File: config.mk
export PLATFORM = sky130hd
export DESIGN_NAME = sdram_mem_tester
export DESIGN_NICKNAME = d
export VERILOG_FILES = /design/src/rtl/sdram_mem_tester.sv
export SDC_FILE = /design/constraint.sdc
export NUM_CORES = 1
export LEC_CHECK = 0
export ABC_AREA = 0
export CAP_MARGIN = 30
export CORE_AREA = 2 2 82 162
export CTS_CLUSTER_DIAMETER = 150
export CTS_CLUSTER_SIZE = 40
export DETAILED_ROUTE_END_ITERATION = 7
export DIE_AREA = 0 0 84 164
export GPL_ROUTABILITY_DRIVEN = 0
export PLACE_DENSITY = 0.76
export SYNTH_ARGS = -nofsm -noshare
export SYNTH_HDL_FRONTEND = slang
export SYNTH_SLANG_ARGS = --single-unit
File: constraint.sdc
create_clock -name sys_clk -period 3.4 [get_ports sys_clk]
set_clock_uncertainty 0.15 [all_clocks]
set_input_delay 0.34 -clock sys_clk [delete_from_list [all_inputs] [get_ports sys_clk]]
set_output_delay 0.34 -clock sys_clk [all_outputs]
set_load 0.1 [all_outputs]
File: src/rtl/sdram_mem_tester.sv
// sdram_mem_tester: bus-master self-test for the SDRAM controller request port.
// It writes pattern(a) = PATTERN_SEED ^ a over [START_ADDR, END_ADDR].
// It then reads the range back and counts mismatches.
// Optional macro SDRAM_TESTER_INVERT_PASS_EN adds a second write/read pass
// using ~pattern(a); errors and the timeout accumulate across both passes.
module sdram_mem_tester #(
    parameter int                    DATA_WIDTH     = 32,
    parameter int                    ADDR_WIDTH     = 16,
    parameter int                    START_ADDR     = 0,
    parameter int                    END_ADDR       = 1023,
    parameter logic [DATA_WIDTH-1:0] PATTERN_SEED   = 32'hA5A5_0000,
    parameter int                    TIMEOUT_CYCLES = 4096
) (
    input  logic                  sys_clk,
    input  logic                  sys_rst,
    input  logic                  start_i,
    output logic [ADDR_WIDTH-1:0] addr_o,
    output logic [DATA_WIDTH-1:0] data_o,
    output logic                  we_o,
    output logic                  re_o,
    input  logic [DATA_WIDTH-1:0] data_i,
    input  logic                  ack_i,
    output logic                  busy_o,
    output logic                  done_o,
    output logic                  pass_o,
    output logic                  timeout_o,
    output logic [15:0]           err_count_o,
    output logic [ADDR_WIDTH-1:0] fail_addr_o
);

    typedef enum logic [3:0] {
        ST_IDLE   = 4'd0,
        ST_WRITE  = 4'd1,
        ST_GAP_W  = 4'd2,
        ST_READ   = 4'd3,
        ST_GAP_R  = 4'd4,
`ifdef SDRAM_TESTER_INVERT_PASS_EN
        ST_WRITE2 = 4'd6,
        ST_READ2  = 4'd7,
`endif
        ST_DONE   = 4'd5
    } state_t;

    localparam logic [ADDR_WIDTH-1:0] START_A = ADDR_WIDTH'(START_ADDR);
    localparam logic [ADDR_WIDTH-1:0] END_A   = ADDR_WIDTH'(END_ADDR);
    localparam logic [31:0]           WAIT_MAX = 32'(TIMEOUT_CYCLES - 1);

    state_t                  r_state,   w_state_next;
    logic [ADDR_WIDTH-1:0]   r_addr,    w_addr_next;
    logic [15:0]             r_err,     w_err_next;
    logic [ADDR_WIDTH-1:0]   r_fail,    w_fail_next;
    logic                    r_timeout, w_timeout_next;
    logic [31:0]             r_wait,    w_wait_next;
    logic                    r_inv,     w_inv_next;
    logic                    w_is_rd;
    logic                    w_nx_wr;
    logic                    w_nx_rd;
    logic                    w_nx_gap;

    logic [ADDR_WIDTH-1:0]   r_addr_o;
    logic [DATA_WIDTH-1:0]   r_data_o;
    logic                    r_we_o, r_re_o, r_busy_o, r_done_o, r_pass_o;

    // Expected word: seed XOR zero-extended address, optionally inverted.
    function automatic logic [DATA_WIDTH-1:0] f_pattern(input logic [ADDR_WIDTH-1:0] a,
                                                         input logic inv);
        logic [DATA_WIDTH-1:0] p;
        p = PATTERN_SEED ^ DATA_WIDTH'(a);
        return inv ? ~p : p;
    endfunction

    // Next-state, address walk, compare and timeout decisions.
    always_comb begin
        w_state_next   = r_state;
        w_addr_next    = r_addr;
        w_err_next     = r_err;
        w_fail_next    = r_fail;
        w_timeout_next = r_timeout;
        w_wait_next    = r_wait;
        w_inv_next     = r_inv;
        w_is_rd        = (r_state == ST_READ)
`ifdef SDRAM_TESTER_INVERT_PASS_EN
                         || (r_state == ST_READ2)
`endif
                         ;
        case (r_state)
            ST_IDLE, ST_DONE: begin
                if (start_i) begin
                    w_state_next   = ST_WRITE;
                    w_addr_next    = START_A;
                    w_err_next     = 16'd0;
                    w_fail_next    = {ADDR_WIDTH{1'b0}};
                    w_timeout_next = 1'b0;
                    w_wait_next    = 32'd0;
                    w_inv_next     = 1'b0;
                end else begin
                    w_state_next   = r_state;
                end
            end
            ST_WRITE, ST_READ
`ifdef SDRAM_TESTER_INVERT_PASS_EN
            , ST_WRITE2, ST_READ2
`endif
            : begin
                if (ack_i) begin
                    if (w_is_rd && (data_i != f_pattern(r_addr, r_inv))) begin
                        if (r_err != 16'hFFFF) begin
                            w_err_next = r_err + 16'd1;
                        end else begin
                            w_err_next = r_err;
                        end
                        if (r_err == 16'd0) begin
                            w_fail_next = r_addr;
                        end else begin
                            w_fail_next = r_fail;
                        end
                    end else begin
                        w_err_next = r_err;
                    end
                    w_state_next = w_is_rd ? ST_GAP_R : ST_GAP_W;
                end else if (r_wait == WAIT_MAX) begin
                    w_timeout_next = 1'b1;
                    w_state_next   = ST_DONE;
                end else begin
                    w_wait_next = r_wait + 32'd1;
                end
            end
            ST_GAP_W: begin
                w_wait_next = 32'd0;
                if (r_addr == END_A) begin
                    w_addr_next = START_A;
`ifdef SDRAM_TESTER_INVERT_PASS_EN
                    w_state_next = r_inv ? ST_READ2 : ST_READ;
`else
                    w_state_next = ST_READ;
`endif
                end else begin
                    w_addr_next = r_addr + {{(ADDR_WIDTH-1){1'b0}}, 1'b1};
`ifdef SDRAM_TESTER_INVERT_PASS_EN
                    w_state_next = r_inv ? ST_WRITE2 : ST_WRITE;
`else
                    w_state_next = ST_WRITE;
`endif
                end
            end
            ST_GAP_R: begin
                w_wait_next = 32'd0;
                if (r_addr == END_A) begin
                    w_addr_next = START_A;
`ifdef SDRAM_TESTER_INVERT_PASS_EN
                    if (!r_inv) begin
                        w_inv_next   = 1'b1;
                        w_state_next = ST_WRITE2;
                    end else begin
                        w_state_next = ST_DONE;
                    end
`else
                    w_state_next = ST_DONE;
`endif
                end else begin
                    w_addr_next = r_addr + {{(ADDR_WIDTH-1){1'b0}}, 1'b1};
`ifdef SDRAM_TESTER_INVERT_PASS_EN
                    w_state_next = r_inv ? ST_READ2 : ST_READ;
`else
                    w_state_next = ST_READ;
`endif
                end
            end
            default: begin
                w_state_next = ST_IDLE;
            end
        endcase
    end

    // Decode of the next state so the registered outputs line up with it.
    always_comb begin
        w_nx_wr  = (w_state_next == ST_WRITE)
`ifdef SDRAM_TESTER_INVERT_PASS_EN
                   || (w_state_next == ST_WRITE2)
`endif
                   ;
        w_nx_rd  = (w_state_next == ST_READ)
`ifdef SDRAM_TESTER_INVERT_PASS_EN
                   || (w_state_next == ST_READ2)
`endif
                   ;
        w_nx_gap = (w_state_next == ST_GAP_W) || (w_state_next == ST_GAP_R);
    end

    // State, counters and registered outputs; reset aborts any request at once.
    always_ff @(posedge sys_clk or posedge sys_rst) begin
        if (sys_rst) begin
            r_state   <= ST_IDLE;
            r_addr    <= START_A;
            r_err     <= 16'd0;
            r_fail    <= {ADDR_WIDTH{1'b0}};
            r_timeout <= 1'b0;
            r_wait    <= 32'd0;
            r_inv     <= 1'b0;
            r_addr_o  <= {ADDR_WIDTH{1'b0}};
            r_data_o  <= {DATA_WIDTH{1'b0}};
            r_we_o    <= 1'b0;
            r_re_o    <= 1'b0;
            r_busy_o  <= 1'b0;
            r_done_o  <= 1'b0;
            r_pass_o  <= 1'b0;
        end else begin
            r_state   <= w_state_next;
            r_addr    <= w_addr_next;
            r_err     <= w_err_next;
            r_fail    <= w_fail_next;
            r_timeout <= w_timeout_next;
            r_wait    <= w_wait_next;
            r_inv     <= w_inv_next;
            r_addr_o  <= w_addr_next;
            r_data_o  <= f_pattern(w_addr_next, w_inv_next);
            r_we_o    <= w_nx_wr;
            r_re_o    <= w_nx_rd;
            r_busy_o  <= w_nx_wr | w_nx_rd | w_nx_gap;
            r_done_o  <= (w_state_next == ST_DONE);
            r_pass_o  <= (w_state_next == ST_DONE) && (w_err_next == 16'd0) && !w_timeout_next;
        end
    end

    assign addr_o      = r_addr_o;
    assign data_o      = r_data_o;
    assign we_o        = r_we_o;
    assign re_o        = r_re_o;
    assign busy_o      = r_busy_o;
    assign done_o      = r_done_o;
    assign pass_o      = r_pass_o;
    assign timeout_o   = r_timeout;
    assign err_count_o = r_err;
    assign fail_addr_o = r_fail;

endmodule

==> results.yml <==
floorplan:
  die_h_um: 164
  die_x_um: 84
  start_util: 0.459
  rows: 58
  core_region_area_um2: 12600
  dieArea_um2: 13800
  io_pins: 122
yosys:
  synth_top_family_by_area: "simple AND/OR/NAND/NOR gates"
  synth_edf_count: 0
  synth_xor_area_frac: 0.100
  async_flop_share: 1.00
  synth_area_per_cell_um2: 9.29
  synthMuxAreaShare: 0.0109
  ys_seq_area_frac: 0.469
  synth_compound_area_frac: 0.111
  synthDistinctLibCells: 61
  synthCells: 620
  synth_fp_nets: 660
  dominantRegCellSynth: "dfrtp_1"
  synth-seq-cells: 108
  synth_fa_ha_area_frac: 0.00869
  netlist_area_um2: 5760
  yosys.area_share.simple: 0.242
  yosys_warnings: 0
sta:
  final_max_slew_viol_count: 0
  relSlewSlack: 0.316
  worstMarginPinSlew_ns: 1.02
  rsz0062_at_grt: "false"
  layout_min_cycle_time_ns: 3.24
  max_freq_mhz: 309
  final_hold_viol_count: 0
  setup_viol: 0
  fin_crit_sh: 0.952
  timing.hold.ws_ns: 0.308
  setup_slack_ns: 0.163
setup_path:
  cp.arrival_ns: 3.37
  required_ns: 3.54
  worst_path_dominant_cell_family: "simple AND/OR/NAND/NOR gates"
  cp_slowest_stage_delay_ns: 0.62
  path_cells: "nor4_1 -> nand4_1 -> o31ai_2 -> o221ai_1 -> or4_1 -> or4_1 -> and4b_1"
  cp_slowest_cell: "or4_1"
  path_class: "reg2reg"
  critical_path_depth: 7
  cp_num_buf_inv: 0
  critPathMostFrequentCell: "or4_1"
  worstSetupEndpointType: "flop"
  cp-start-kind: "flop"
  crit_fanout: 5
  reg2reg_depth: 7
clock_tree:
  clk_latency_ns: 0.35
  cts_buffers: 9
  cts_hold_buf: 0
  cts_setup_buffers: 0
  post_cts_resized: 0
  cts_tree: "built"
  htreeDepth: 3
  clkSinkCount: 108
  clk_pin_slew_ns: 0.07
  clockBufferDepth: 2
  cts_root_buf: "clkbuf_16"
placement:
  portBuffers: 121
  dpl_cell_area_um2: 7110
  hpwl_um: 11700
  place_ws_ns: -0.0694
power:
  p_int_mw: 1.94
  power.density_nw_per_um2: 355
  p_sw_mw: 0.682
  p_seq_frac: 0.502
  power_leakage_nw: 3.30
  design_power_total_mw: 2.62
  power_frac_comb: 0.118
  power.share.clock: 0.380
  vdd_drop_max_uv: 205
  switching_share: 0.260
drt:
  wirelength_um: 15800
  drt_iter0_markers: 377
  drt_first_pass_iters: 5
  wire_per_inst_um: 17.7
  vias_per_cell: 5.75
  num_vias: 5123
  drc_errors: 0
  ant_nets: 0
final_layout:
  nets: 776
  seq_area_um2: 2710
  final_layout_size_suffix_gt1_frac: 0.107
  antenna_cells: 0
  area_growth_pct: 28.4
  final_area_um2: 7400
  fill_cells: 1075
  utilization: 0.589
  multi_input_comb_area_um2: 2730
global_routing:
  antenna_found_initial: 0
  grt_max_degree: 77
  grt_usage: 0.233
  grt_pass1_vias: 5193
  grt-ovfl-total: 0
  grt_pass1_wl_um: 25700
job:
  max_cap_violations: 0
worst_hold_path:
  min_path_type: "in2async"
outcome:
  status: "finished clean"
==> metal layers <==
metal,global-route usage,share of wire
met1,0.260,0.37
met2,0.436,0.55
met3,0.0317,0.049
met5,0,0
met4,0.103,0.029
==> sequential cells by signal (all words and copies together), names as in the netlist <==
register     flops
r_state          4
fail_addr_o     16
data_o          18
timeout_o        1
pass_o           1
we_o             1
err_count_o     16
busy_o           1
re_o             1
addr_o          16
done_o           1
r_wait          32
==> synth_stat cells, drive strengths merged, types with 2 or more instances <==
library cell,count,area (µm²)
a211o,3,26.3
a211oi,3,22.5
a21o,2,15.0
a21oi,6,30.0
a221oi,2,41.3
a22o,3,26.3
a31o,2,17.5
a31oi,2,12.5
a32o,3,30.0
and2,11,68.8
and3,21,133
and3b,2,17.5
and4,4,35.0
buf,22,145
clkbuf,22,82.6
dfrtp,108,2700
ha,4,50.1
inv,27,101
mux2,2,22.5
mux2i,4,40.0
nand2,54,205
nand3,52,260
nand4,14,87.6
nand4b,4,35.0
nor2,58,220
nor2b,5,31.3
nor3,10,50.1
nor3b,3,22.5
nor4,17,106
nor4bb,4,40.0
o211a,2,20.0
o21ai,45,225
o31ai,9,67.6
o41ai,3,26.3
or2,2,12.5
or3,3,18.8
or4,4,33.8
xnor2,25,219
xor2,41,359
==> kinds of logic after synthesis <==
| logic type | after synthesis |
|---|---|
| and+or+nand+nor | 270 |
| DFF | 108 |
| AOI/OAI and AO/OA | 94 |
| buffers and inverters | 71 |
| xor gates and xnor gates | 66 |
| muxes | 6 |
| adders and majority gates | 4 |
| other | 1 |
==> final cells by class <==
type,count,share of cell area
repair buffers,149,0.187
clock inverters,3,0.00288
clock buffers,13,0.0352
inverters,27,0.0142
well taps,150,0.0254
flip-flops and latches,108,0.366
multi-input cells,441,0.370
==> power by group through the flow <==
stage	combinational [mW]	sequential, mW	clock [mW]
after floorplan	0.117	1.42	0
after global placement	0.303	1.34	0
after detailed placement	0.310	1.34	0
after CTS	0.311	1.32	1.02
after global routing	0.333	1.32	1.07
final	0.309	1.32	0.997
==> metrics by stage <==
step           instances  setup TNS [ns]
2_1_floorplan        620          -0.175
3_3_place_gp         875         -0.0149
3_5_place_dp         875         -0.0694
4_1_cts              891               0
5_1_grt              891               0
6_report             891               0
==> layout by cell type, fill, tap and decap left out, drive strengths merged, types with 4 or more instances in the layout <==
cell             n
or4              4
nor4bb           4
a21oi            6
nor2b            5
nor3            10
and3            21
and2            11
nand4b           4
o31ai            9
inv             27
and4             4
clkbuf          13
nand2           54
nand3           52
xnor2           25
nor4            17
dfrtp          108
clkdlybuf4s50  100
o21ai           45
nor2            58
ha               4
buf             49
mux2i            4
xor2            41
nand4           14
==> path summary, 6_finish.rpt <==
kind | startpoint | to | slack (ns)
worst max-delay path | r_wait[28] | pass_o | 0.16
worst max register to register | r_wait[28] | pass_o | 0.16
worst min-delay path | sys_rst | fail_addr_o[7] | 0.31
min in group sys_clk | r_wait[0] | r_wait[0] | 0.38
max in group asynchronous | sys_rst | r_wait[6] | 1.96
worst min register to register | r_wait[0] | r_wait[0] | 0.38
No activity file was read; power rests on OpenSTA's default activity.
